<file path="config.mk">
export PLATFORM = sky130hd
export DESIGN_NAME = ipcu_param
export DESIGN_NICKNAME = d
export VERILOG_FILES = /design/src/rtl/ipcu_pkg.sv /design/src/rtl/ipcu_param_pkt_seq.sv /design/src/rtl/ipcu_param.sv
export SDC_FILE = /design/constraint.sdc
export NUM_CORES = 1
export LEC_CHECK = 0
export ABC_CLOCK_PERIOD_IN_PS = 5090
export BUFFER_PORTS_ARGS = -buffer_cell sky130_fd_sc_hd__buf_4
export CORE_AREA = 5 5 42 44
export DETAILED_ROUTE_END_ITERATION = 10
export DIE_AREA = 0 0 47 49
export GPL_ROUTABILITY_DRIVEN = 1
export HOLD_SLACK_MARGIN = 0.15
export MAX_ROUTING_LAYER = met4
export PLACE_DENSITY_LB_ADDON = 0.2
export SLEW_MARGIN = 20
export SYNTH_ARGS = -nofsm -noshare
export SYNTH_HDL_FRONTEND = slang
export SYNTH_SLANG_ARGS = --single-unit
export TNS_END_PERCENT = 5
</file>
<file path="constraint.sdc">
create_clock -name clk -period 5.09 [get_ports clk]
set_clock_uncertainty 0.05 [all_clocks]
set_input_delay 0 -clock clk [delete_from_list [all_inputs] [get_ports clk]]
set_output_delay 0 -clock clk [all_outputs]
set_load 0.05 [all_outputs]
</file>
<file path="src/rtl/ipcu_pkg.sv">
// Shared definitions for the input-port control unit: sequencer state
// encodings and the counter-width helper.
package ipcu_pkg;

  typedef enum logic {
    SEQ_IDLE = 1'b0,
    SEQ_BODY = 1'b1
  } seq_state_t;

  // Writer and reader run the same sequencer; these name its states per role.
  localparam seq_state_t WIDLE = SEQ_IDLE;
  localparam seq_state_t WBODY = SEQ_BODY;
  localparam seq_state_t RIDLE = SEQ_IDLE;
  localparam seq_state_t RBODY = SEQ_BODY;

  // Flit down-counter width: enough bits to hold FLITS-1, never zero.
  function automatic int cnt_w(input int n);
    int c;
    c = $clog2(n);
    return (c > 1) ? c : 1;
  endfunction

endpackage

</file>
<file path="src/rtl/ipcu_param_pkt_seq.sv">
// Packet sequencer: on start emits one strobe per flit for FLITS cycles,
// flagging the first (head) and last flit.
module pkt_seq
  import ipcu_pkg::*;
#(
  parameter int         FLITS  = 4,
  parameter seq_state_t IDLE_S = SEQ_IDLE,
  parameter seq_state_t BODY_S = SEQ_BODY
) (
  input  logic clk,
  input  logic rst,
  input  logic start,
  output logic strobe,
  output logic first,
  output logic last,
  output logic idle
);

  localparam int            CW   = cnt_w(FLITS);
  localparam logic [CW-1:0] LOAD = CW'(FLITS - 1);
  localparam logic [CW-1:0] ONE  = CW'(1);

  seq_state_t    state, state_nxt;
  logic [CW-1:0] cnt, cnt_nxt;

  always_ff @(posedge clk) begin
    if (rst) begin
      state <= IDLE_S;
      cnt   <= '0;
    end else begin
      state <= state_nxt;
      cnt   <= cnt_nxt;
    end
  end

  // The head flit goes out in the start cycle; cnt then counts the
  // remaining flits down to 1, so it never wraps.
  always_comb begin
    state_nxt = state;
    cnt_nxt   = cnt;
    strobe    = 1'b0;
    first     = 1'b0;
    last      = 1'b0;
    idle      = (state == IDLE_S);
    case (state)
      IDLE_S: begin
        if (start) begin
          strobe    = 1'b1;
          first     = 1'b1;
          cnt_nxt   = LOAD;
          state_nxt = BODY_S;
        end
      end
      BODY_S: begin
        strobe = 1'b1;
        if (cnt == ONE) begin
          last      = 1'b1;
          cnt_nxt   = '0;
          state_nxt = IDLE_S;
        end else begin
          cnt_nxt = cnt - ONE;
        end
      end
      default: begin
        state_nxt = IDLE_S;
        cnt_nxt   = '0;
      end
    endcase
  end

endmodule

</file>
<file path="src/rtl/ipcu_param.sv">
// Input-port control unit: writes incoming packets into a DEPTH-slot buffer,
// requests the arbiter and reads packets out, store-and-forward or cut-through.
module ipcu_param
  import ipcu_pkg::*;
#(
  parameter int FLITS       = 4,
  parameter int DEPTH       = 4,
  parameter int CUT_THROUGH = 0
) (
  input  logic                       clk,
  input  logic                       rst,
  input  logic                       pipe_en,
  input  logic                       arb_ack,
  output logic                       wr_strobe,
  output logic                       wr_last,
  output logic                       rd_strobe,
  output logic                       crt_out,
  output logic                       rd_last,
  output logic                       rqs_strobe,
  output logic                       in_ready,
  output logic                       drop_err,
  output logic [$clog2(DEPTH+1)-1:0] pkt_cnt
);

  localparam int            PW    = $clog2(DEPTH + 1);
  localparam logic [PW-1:0] DEPTH_V = PW'(DEPTH);
  localparam logic [PW-1:0] ONE_P = PW'(1);

  logic          wr_go;
  logic          head_wr;
  logic          w_idle;
  logic          r_idle;
  logic          grant;
  logic          pend_inc;
  logic [PW-1:0] pend;

  assign in_ready   = (pkt_cnt < DEPTH_V);
  assign wr_go      = pipe_en & in_ready;
  // A head arriving while the writer is mid-packet is ignored, not an error.
  assign drop_err   = pipe_en & w_idle & ~in_ready;
  assign rqs_strobe = (pend != '0) & r_idle;
  assign grant      = rqs_strobe & arb_ack;
  // Cut-through exposes a packet on its head write; pend registers it, so
  // the earliest read lands one cycle after the head write.
  assign pend_inc   = (CUT_THROUGH != 0) ? head_wr : wr_last;

  pkt_seq #(
    .FLITS  (FLITS),
    .IDLE_S (WIDLE),
    .BODY_S (WBODY)
  ) u_writer (
    .clk    (clk),
    .rst    (rst),
    .start  (wr_go),
    .strobe (wr_strobe),
    .first  (head_wr),
    .last   (wr_last),
    .idle   (w_idle)
  );

  pkt_seq #(
    .FLITS  (FLITS),
    .IDLE_S (RIDLE),
    .BODY_S (RBODY)
  ) u_reader (
    .clk    (clk),
    .rst    (rst),
    .start  (grant),
    .strobe (rd_strobe),
    .first  (crt_out),
    .last   (rd_last),
    .idle   (r_idle)
  );

  always_ff @(posedge clk) begin
    if (rst) begin
      pkt_cnt <= '0;
      pend    <= '0;
    end else begin
      case ({head_wr, rd_last})
        2'b10:   pkt_cnt <= pkt_cnt + ONE_P;
        2'b01:   pkt_cnt <= pkt_cnt - ONE_P;
        default: pkt_cnt <= pkt_cnt;
      endcase
      case ({pend_inc, grant})
        2'b10:   pend <= pend + ONE_P;
        2'b01:   pend <= pend - ONE_P;
        default: pend <= pend;
      endcase
    end
  end

endmodule

</file>
==> results.md <==
- Logic pwr share: 0.403
- Switching Share: 0.399
- Starting Density: 0.464
- Largest net degree at the start of global routing: 13
- CP endpoint kind: flop
- WP data required: around 5300 ps
- Setup crit start: pend[0]
- Core footprint: 1400 sq um
- Detailed-route via count: roughly 500
- Type of the tightest min-delay check: input pin to flop
- Synth area leader: dfxtp_1
- I/O pin cnt: 15
- Clk slew on worst S/H paths: about 70 ps
- P_sw: 120 uW
- R2r startpoint: pend[0]
- CTS sink count: 12
- Synthesized area: approximately 650 sq um
- CP max-delay cell: dfxtp_1
- Initial antenna violation count: 0
- # rows: 14
- Routed wire length: between 1 and 1.5 mm
- Unrepaired setup endpoints after global routing: false
- Global-route wire length before repair: 2.17 mm
- Crit path largest cell delay: about 400 ps
- Pre-antenna DRT Iters: 3
- Area grow syn2layout: 24.4%
- Area of the die: around 2300 sq um
- Sequential share of the synthesized area: 0.369
- List of most frequent post-synthesis cells: 14 x inv_1, 12 x dfxtp_1, 7 x a21oi_1, 7 x nor2_1
- Post-layout minimum cycle time: about 2100 ps
- Number of synthesized flops with an enable pin: 0
- Top_reg_cell synth: dfxtp_1
- CTS buffer count: 3
- CP max FO: 5
- Dpl hpwl: 883 um
- Final period utilization: 0.416
- Wire per inst: between 10 and 15 um
- Sequential power share: 0.406
- Vias in the first global route: between 500 and 600
- Mapped Nets: between 80 and 90
- Syn Inst Count: just over 70
- VDD IR max: ~0.17 mV
- Power Dens Cells: about 370 nW/um^2
- Leak: about 0.35 nW
- Status: finished clean
- Max-capacitance violation count: 0
- Fraction of layout cells with a size suffix above 1: 0.236
- Die W: approximately 47 um
- Total Routing Usage GR: 0.134
- Core Util, Final: 0.578
- Setup Crit Path Kind: flop to flop
- Post-layout net count: between 100 and 150
- Max Buffers Root-to-Sink: 2
- Initial drt markers: 4
- YS warnings: 0
- Total gr overflow: 0
- Worst-Margin Slew: around 340 ps
- Critical Path Source Type: flop
- ANT cells: 0
- Fmax: approximately 470 MHz
- Fin. Hold Viols: 0
- Post-synth top area share: 0.369
- PortBufs: 14
- Hold wc startpoint: arb_ack
- Worst skew pair latency: approximately 270 ps
- CTS tree: built
- Yosys reg bits: 12
- GP Congestion: 0.747
- Final ANT Viol Nets: 0
- DRC Markers: 0
- Vias per std cell: just under 5
- Pint: 181 uW
- Root buf cell: clkbuf_4
- CP Data Arrival Time: approximately 2300 ps
- # fillers: between 100 and 150
- Post_cts resized: 0
- Ys async rst share: 0
- Top-count cell post-synth: inv_1
- Crit path cell chain: nor3_4 > nor3b_4 > ha_1 > inv_1 > fa_1 > xor2_1 > or3_1 > a21oi_1
- Setup violators final: 0
- Slew Viols, Final: 0
- Die extent in y: roughly 50 um
- Syn_area_per_cell: around 9.0 sq um
- Clock group share of total power: 0.191
- Setup TNS: 0 ps
- CTS H-tree depth: 1
- Netlist cell types: 26
- Slew HR: 0.775
- Synth top area cells: dfxtp_1 37%, inv_1 8.1%, ha_1 7.7%
[final cells by class]
| class | instances | area [sq um] | share of cell area |
|---|---|---|---|
| Multi-Input combinational cell | 44 | 349 | 0.431 |
| Sequential cell | 12 | 240 | 0.297 |
| Inverter | 14 | 52.6 | 0.0649 |
| Tap cell | 16 | 20.0 | 0.0247 |
| Clock buffer | 3 | 22.5 | 0.0278 |
| Timing Repair Buffer | 16 | 125 | 0.155 |
[sequential cells by signal, indices dropped and copies added (netlist names)]
name            cells
pend                3
pkt_cnt             3
u_reader.cnt        2
u_writer.cnt        2
u_reader.state      1
u_writer.state      1
[power groups by stage]
stage / combinational, mW / clock (mW) / sequential (mW)
2_1_floorplan: 0.0894 / 0 / 0.127
3_3_place_gp: 0.119 / 0 / 0.124
3_5_place_dp: 0.121 / 0 / 0.124
4_1_cts: 0.124 / 0.0613 / 0.122
5_1_grt: 0.136 / 0.0671 / 0.125
6_report: 0.122 / 0.0577 / 0.122
[placed cells by master (no fill, tap or decap), types with 3 or more instances in the layout]
cell,netlist,final
inv_1,14,14
buf_4,0,14
dfxtp_1,12,12
a21oi_1,7,7
nor2_1,7,7
xor2_1,4,4
ha_1,4,4
clkbuf_4,0,3
[through the flow]
step	cells	cell area, sq um	hold slack (ps)	total power [mW]	setup WS, ps
after floorplan	72	651	29.8	0.216	2620
after detailed placement	100	767	240	0.246	2980
after global placement	100	767	227	0.243	3010
after CTS	105	810	176	0.307	2960
after global routing	105	810	173	0.327	2790
final	105	810	183	0.302	2970
[layer usage]
layer | track usage | routed length, um
met3 | 0.0332 | 74
met1 | 0.177 | 573
met5 | - | 0
met4 | 0.101 | 14
met2 | 0.170 | 516
[worst max-delay path: cells and delay by family (launching register included)]
kind	cells	cell delay, ps
xor+xnor	1	160
fa+ha+maj	2	620
buf+inv	1	60
compound gates	1	140
simple gates	3	630
flops	1	410
[worst paths after layout]
check / to / slack (ps) / cells after the start
max: pend[2] / 2970 / 8
min: u_reader.cnt[1] / 180 / 3
max reg2reg: pend[2] / 2970 / 8
min reg2reg: u_reader.cnt[1] / 430 / 1
[cell families after synthesis]
logic type	Yosys count	share of synthesized area
AOI/OAI and AO/OA	15	0.160
xor gates and xnor gates	4	0.0538
adders and majority gates	6	0.138
buffers and inverters	16	0.0942
DFF	12	0.369
and+or+nand+nor	19	0.185
[timing repair]
item	CTS	global route
buffers inserted	0	0
hold endpoints to repair	12	0
hold buffers	2	0
Note: power is estimated with default switching activity, not from simulation.
